--- src/rtl/id_stage.sv ---
// Decode stage: one registered output slot holding the decoded instruction, plus a RUN/HALTED state.
// Latency: 1 cycle from input transfer to out_valid.
// Backpressure: accepts input only when the slot is empty or draining; a load-use hazard or HALT blocks input.
module id_stage #(
    parameter int XLEN         = 32,
    parameter int LU_INTERLOCK = 1
) (
    input  logic            clk,
    input  logic            rst_n,
    input  logic            in_valid,
    output logic            in_ready,
    input  logic [31:0]     in_instr,
    input  logic [XLEN-1:0] in_pc,
    input  logic            flush,
    output logic            out_valid,
    input  logic            out_ready,
    output logic [1:0]      out_class,
    output logic [XLEN-1:0] out_pc,
    output logic            out_alu_en,
    output logic [2:0]      out_alu_oc,
    output logic            out_set_flags,
    output logic [2:0]      out_rd,
    output logic [2:0]      out_rs1,
    output logic [2:0]      out_rs2,
    output logic            out_rd_we,
    output logic            out_rd_rd,
    output logic [XLEN-1:0] out_imm,
    output logic            out_use_imm,
    output logic            out_is_load,
    output logic            out_is_store,
    output logic            out_is_branch,
    output logic            out_is_nop,
    output logic            out_illegal,
    output logic [3:0]      out_cond,
    output logic            halted
);

    typedef struct packed {
        logic [1:0]      cls;
        logic [XLEN-1:0] pc;
        logic            alu_en;
        logic [2:0]      alu_oc;
        logic            set_flags;
        logic [2:0]      rd;
        logic [2:0]      rs1;
        logic [2:0]      rs2;
        logic            rd_we;
        logic            rd_rd;
        logic [XLEN-1:0] imm;
        logic            use_imm;
        logic            is_load;
        logic            is_store;
        logic            is_branch;
        logic            is_nop;
        logic            illegal;
        logic [3:0]      cond;
    } slot_t;

    typedef enum logic {RUN = 1'b0, HALTED = 1'b1} state_t;

    slot_t           slot, dec;
    state_t          state, state_nxt;
    logic            live;       // low until the first edge after reset release
    logic            rs1_rd, rs2_rd, is_halt;
    logic            stall, xfer, hazard, alu_code;
    logic [4:0]      op5;
    logic [XLEN-1:0] sx, zx;

    assign op5      = in_instr[29:25];
    assign sx       = XLEN'($signed(in_instr[15:0]));
    assign zx       = XLEN'(in_instr[15:0]);
    // 1x001..1x101: add/sub/and/or/xor, bit 28 selects the flag-setting variant
    assign alu_code = op5[4] && (op5[2:0] != 3'd0) && (op5[2:0] <= 3'd5);

    // Combinational decode of the incoming word; unused fields stay zero
    always_comb begin
        dec         = '0;
        rs1_rd      = 1'b0;
        rs2_rd      = 1'b0;
        is_halt     = 1'b0;
        dec.cls     = in_instr[31:30];
        dec.pc      = in_pc;
        case (in_instr[31:30])
            2'b00: begin
                if (alu_code || (op5[4:3] == 2'b00 && op5[2:0] <= 3'd5)) begin
                    dec.rd_we   = 1'b1;
                    dec.use_imm = 1'b1;
                    dec.rd      = in_instr[24:22];
                    dec.imm     = zx;
                    if (op5[4:1] == 4'b0000) begin
                        dec.rd_rd = op5[0];          // movt keeps the low half of rd
                    end else begin
                        dec.rs1 = in_instr[21:19];
                        rs1_rd  = 1'b1;
                    end
                    if (alu_code) begin
                        dec.alu_en    = 1'b1;
                        dec.alu_oc    = op5[2:0];
                        dec.set_flags = op5[3];
                        if (op5[2:0] == 3'd1 || op5[2:0] == 3'd2) dec.imm = sx;
                    end
                end else begin
                    dec.illegal = 1'b1;
                end
            end
            2'b01: begin
                if (alu_code || op5 == 5'b10110) begin
                    dec.rd_we     = 1'b1;
                    dec.alu_en    = 1'b1;
                    dec.alu_oc    = op5[2:0];
                    dec.set_flags = op5[3];
                    dec.rd        = in_instr[24:22];
                    dec.rs1       = in_instr[21:19];
                    rs1_rd        = 1'b1;
                    if (alu_code) begin
                        dec.rs2 = in_instr[18:16];
                        rs2_rd  = 1'b1;
                    end
                end else begin
                    dec.illegal = 1'b1;
                end
            end
            2'b10: begin
                dec.rd      = in_instr[24:22];
                dec.rs1     = in_instr[21:19];
                rs1_rd      = 1'b1;
                dec.use_imm = 1'b1;
                dec.imm     = sx;
                dec.is_load = in_instr[25];
                dec.rd_we   = in_instr[25];
                dec.is_store = !in_instr[25];
                dec.rd_rd   = !in_instr[25];     // store data comes from rd
            end
            default: begin
                case (in_instr[28:25])
                    4'b0000: begin
                        dec.is_branch = 1'b1;
                        dec.imm       = sx;
                    end
                    4'b0001: begin
                        dec.is_branch = 1'b1;
                        dec.imm       = sx;
                        dec.cond      = in_instr[24:21];
                    end
                    4'b0010: begin
                        dec.is_branch = 1'b1;
                        dec.rs1       = in_instr[21:19];
                        rs1_rd        = 1'b1;
                    end
                    default: begin
                        if (in_instr[27])      dec.is_nop  = 1'b1;
                        else if (in_instr[28]) is_halt     = 1'b1;
                        else                   dec.illegal = 1'b1;
                    end
                endcase
            end
        endcase
    end

    // Load-use check: the incoming word reads the register a held load writes
    always_comb begin
        hazard = (rs1_rd && dec.rs1 == slot.rd) || (rs2_rd && dec.rs2 == slot.rd) ||
                 (dec.rd_rd && dec.rd == slot.rd);
        stall  = (LU_INTERLOCK != 0) && out_valid && slot.is_load && in_valid && hazard;
    end

    assign halted   = (state == HALTED);
    assign in_ready = live && !halted && !flush && (!out_valid || out_ready) && !stall;
    assign xfer     = in_valid && in_ready;

    // Run/halt state register
    always_ff @(posedge clk or negedge rst_n) begin
        if (!rst_n) state <= RUN;
        else        state <= state_nxt;
    end

    // Next state: HALT transfer stops intake, only flush restarts it
    always_comb begin
        state_nxt = state;
        if (flush)                state_nxt = RUN;
        else if (xfer && is_halt) state_nxt = HALTED;
    end

    // Output slot: load on transfer, drain when consumed, squash on flush
    always_ff @(posedge clk or negedge rst_n) begin
        if (!rst_n) begin
            slot      <= '0;
            out_valid <= 1'b0;
            live      <= 1'b0;
        end else begin
            live <= 1'b1;
            if (flush) begin
                out_valid <= 1'b0;
            end else if (xfer) begin
                slot      <= dec;
                out_valid <= 1'b1;
            end else if (out_ready) begin
                out_valid <= 1'b0;
            end
        end
    end

    assign out_class     = slot.cls;
    assign out_pc        = slot.pc;
    assign out_alu_en    = slot.alu_en;
    assign out_alu_oc    = slot.alu_oc;
    assign out_set_flags = slot.set_flags;
    assign out_rd        = slot.rd;
    assign out_rs1       = slot.rs1;
    assign out_rs2       = slot.rs2;
    assign out_rd_we     = slot.rd_we;
    assign out_rd_rd     = slot.rd_rd;
    assign out_imm       = slot.imm;
    assign out_use_imm   = slot.use_imm;
    assign out_is_load   = slot.is_load;
    assign out_is_store  = slot.is_store;
    assign out_is_branch = slot.is_branch;
    assign out_is_nop    = slot.is_nop;
    assign out_illegal   = slot.illegal;
    assign out_cond      = slot.cond;

endmodule

--- config.mk ---
export PLATFORM = sky130hd
export DESIGN_NAME = id_stage
export DESIGN_NICKNAME = d
export VERILOG_FILES = /design/src/rtl/id_stage.sv
export SDC_FILE = /design/constraint.sdc
export NUM_CORES = 1
export LEC_CHECK = 0
export ABC_AREA = 1
export CORE_MARGIN = 2
export CORE_UTILIZATION = 25
export CTS_CLUSTER_DIAMETER = 30
export DETAILED_ROUTE_END_ITERATION = 12
export HOLD_SLACK_MARGIN = 0.03
export PLACE_DENSITY_LB_ADDON = 0.3
export SYNTH_ARGS = -nofsm -noshare
export SYNTH_HDL_FRONTEND = slang
export SYNTH_SLANG_ARGS = --single-unit
--- constraint.sdc ---
create_clock -name clk -period 2.8 [get_ports clk]
set_clock_uncertainty 0.05 [all_clocks]
set_input_delay 0.84 -clock clk [delete_from_list [all_inputs] [get_ports clk]]
set_output_delay 0.84 -clock clk [all_outputs]
set_load 0.01 [all_outputs]
==> results_dict.tcl <==
set metrics [dict create \
    outcome "finished with violations" \
    violations "negative setup slack" \
    cp.arrival_ns 2.17 \
    maxSlewHeadroom_pct 57.7 \
    fin_crit_ns 3.06 \
    initial_core_util_pct 25.6 \
    dr.pass1.iters 4 \
    place_hpwl_microns 8420 \
    irDropWorstVdd_uv 293 \
    synth_enable_flop_cells 0 \
    wl_per_cell_microns 14.0 \
    drc 0 \
    synth_area_sq_mm 0.00373 \
    p_leak_uw 0.00295 \
    hp-class "register to register" \
    numCtsBuffers 9 \
    io_buffer_count 163 \
    syn_inst 457 \
    dieArea_sq_mm 0.0159 \
    period_share_pct 109 \
    setup-tns-final_ns -0.256 \
    pwr-share-clk_pct 30.6 \
    grt_max_degree 49 \
    layout-drive-gt1-share_pct 18.2 \
    cellPowerDensity_mw_per_mm2 565 \
    clk-insertion-delay-late_ns 0.34 \
    critPathCaptureType "primary output" \
    cts-root-buf "clkbuf_16" \
    grt.total_usage_pct 15.2 \
    pre_cts_ws_ns -1.17 \
    setup_ws_ns -0.256 \
    synth_warnings 0 \
    crit_type "primary input to primary output" \
    fp.dieH_microns 126 \
    seq_area_frac_synth_pct 53.6 \
    worstMarginPinSlew_ns 0.634 \
    fmax_mhz 327 \
    syn_to_final_growth_pct 67.9 \
    setup_viol 1 \
    grt_pass1_vias 3718 \
    rsz0062_at_grt "yes" \
    ant_nets 0 \
    grt_overflow 0 \
    min_path_cells 2 \
    switching_power_uw 1020 \
    gp_congestion 0.845 \
    crit_required_ns 1.91 \
    hold_buffers 0 \
    viasPerCell 4.50 \
    num_io_pins 164 \
    seqPwrFrac_pct 40.2 \
    antenna_found_initial 0 \
    hold_viol 0 \
    core_sq_mm 0.0146 \
    maxCapViolations 0 \
    reg2regPathDepth 14 \
    routed_wl_microns 11900 \
    drv_slew 0 \
    diodes 0 \
    cp-start-kind "primary input" \
    swShare_pct 28.7 \
    cts_sinks 80 \
    grt_pass1_wl_microns 19100 \
    syn-num-nets 526 \
    die_width_microns 126 \
    htreeDepth 3 \
    power_frac_comb_pct 29.1 \
    async_flop_share_pct 100 \
    path_clk_slew_ns 0.06 \
    p_int_uw 2530 \
    initialDrtViolationCount 189 \
    clockBufferDepth 2 \
    synth_seq_cells 80 \
    crit_path_max_fanout 4 \
    tritoncts "yes" \
    vias 3803 \
    row_count 44 \
    dp.cells 814 \
    finalNonFillerCells 845 \
    final_net_count 725 \
    synth_ff_type "dfrtp_1" \
    synth_area_per_cell_sq_um 8.17 \
    synth_cell_types 30 \
]
[power by group through the flow]
stage	Combinational (uW)	Clock (uW)	Sequential, uW
global placement	1000	0	1440
global route	1130	1190	1450
finish	1030	1090	1420
detailed placement	1010	0	1440
CTS	1030	1130	1430
floorplan	305	0	1520
[worst paths after layout]
check / slack [ns] / to / from
max: -0.26 / in_ready / in_instr[25]
max in group asynchronous: 1.57 / out_rd[2]$_DFFE_PN0P_ / rst_n
min in group asynchronous: 0.46 / out_imm[12]$_DFFE_PN0P_ / rst_n
min reg2reg: 0.43 / out_imm[12]$_DFFE_PN0P_ / out_imm[12]$_DFFE_PN0P_
min: 0.43 / out_imm[12]$_DFFE_PN0P_ / out_imm[12]$_DFFE_PN0P_
max reg2reg: 0.55 / out_valid$_DFFE_PN0P_ / out_rd[2]$_DFFE_PN0P_
[per-stage QoR]
| stage | power, uW | utilization, % | hold WS, ns | area (sq um) |
|---|---|---|---|---|
| final | 3540 | 43.0 | 0.428 | 6270 |
| after global routing | 3760 | 43.0 | 0.453 | 6270 |
| after CTS | 3590 | 42.3 | 0.433 | 6180 |
| after detailed placement | 2450 | 39.6 | 0.416 | 5770 |
| after global placement | 2440 | 39.6 | 0.413 | 5770 |
| after floorplan | 1820 | - | 0.463 | 3750 |
[flip-flops by register name (all words and copies together), names as in the netlist, 2 cells and up]
register,flops
out_pc,32
out_rs1,3
out_class,2
out_alu_oc,3
out_imm,17
out_cond,4
out_rs2,3
out_rd,3
[worst max-delay path: stages]
cell and delay (ns):
buf_6 0.11, nor2_4 0.12, nand4_1 0.17, nand2_4 0.15, nand3_2 0.09, nand2_2 0.09
nor2_2 0.05, nor2_1 0.08, nor2_1 0.04, nand2_1 0.06, nand2_2 0.08, a21boi_4 0.14
buf_2 0.14
[cell usage after synthesis, types with 2 or more instances]
cell,n,share of area [%]
clkbuf_1,3,0.30
nand4_1,5,0.84
nand2_1,172,17
nand3_1,48,6.4
dfrtp_1,80,54
inv_2,2,0.20
o211ai_1,2,0.40
buf_6,3,0.90
buf_4,18,3.6
a21oi_1,3,0.40
nor2_2,2,0.33
nand2_2,2,0.33
nor3_1,7,0.94
o21ai_0,46,6.2
nor2_1,17,1.7
clkbuf_2,2,0.27
buf_2,10,1.3
inv_1,23,2.3
[cell type report]
type,count,area (sq um)
Tap cell,184,230
Clock inverter,3,17.5
Multi-Input combinational cell,316,1560
Fill cell,1414,8320
Inverter,25,101
Clock buffer,13,250
Timing Repair Buffer,224,2110
Sequential cell,80,2000
[layout by cell type (no fill, tap or decap), types with 2 or more instances in the layout]
cell,instances
nand2_1,164
clkdlybuf4s50_1,145
dfrtp_1,80
buf_4,59
o21ai_0,45
nand3_1,37
inv_1,20
nor2_1,12
nand3_2,11
clkbuf_16,9
dlygate4sd2_1,8
nand2_2,7
nor3_1,7
nor2_4,6
nand4_1,5
buf_12,5
buf_2,5
inv_4,3
nand2_4,3
a21oi_1,3
clkbuf_1,3
nand3_4,2
inv_2,2
o211ai_1,2
clkinv_2,2
[what timing repair did]
action / in CTS / in global routing
setup buffers: 11 / 4
pin swaps: 21 / 13
gates resized for setup: 67 / 19
endpoints found under the setup margin: 79 / 8
[cells by family (layout without fill, tap and decap cells)]
kind of cell,Yosys count,after routing,synth area share (%)
and+or+nand+nor,256,256,28.8
DFF,80,80,53.6
buffers and inverters,61,265,8.94
AOI/OAI and AO/OA,59,59,8.58
other,1,1,0.100
[layer usage]
metal	routed length, microns	part of all wire [%]	GRT usage, %
met2	5660	48	24.1
met5	0	0	0
met3	820	6.9	4.63
met4	341	2.9	7.69
met1	5040	42	18.9
Note: power is estimated with default switching activity, not from simulation.
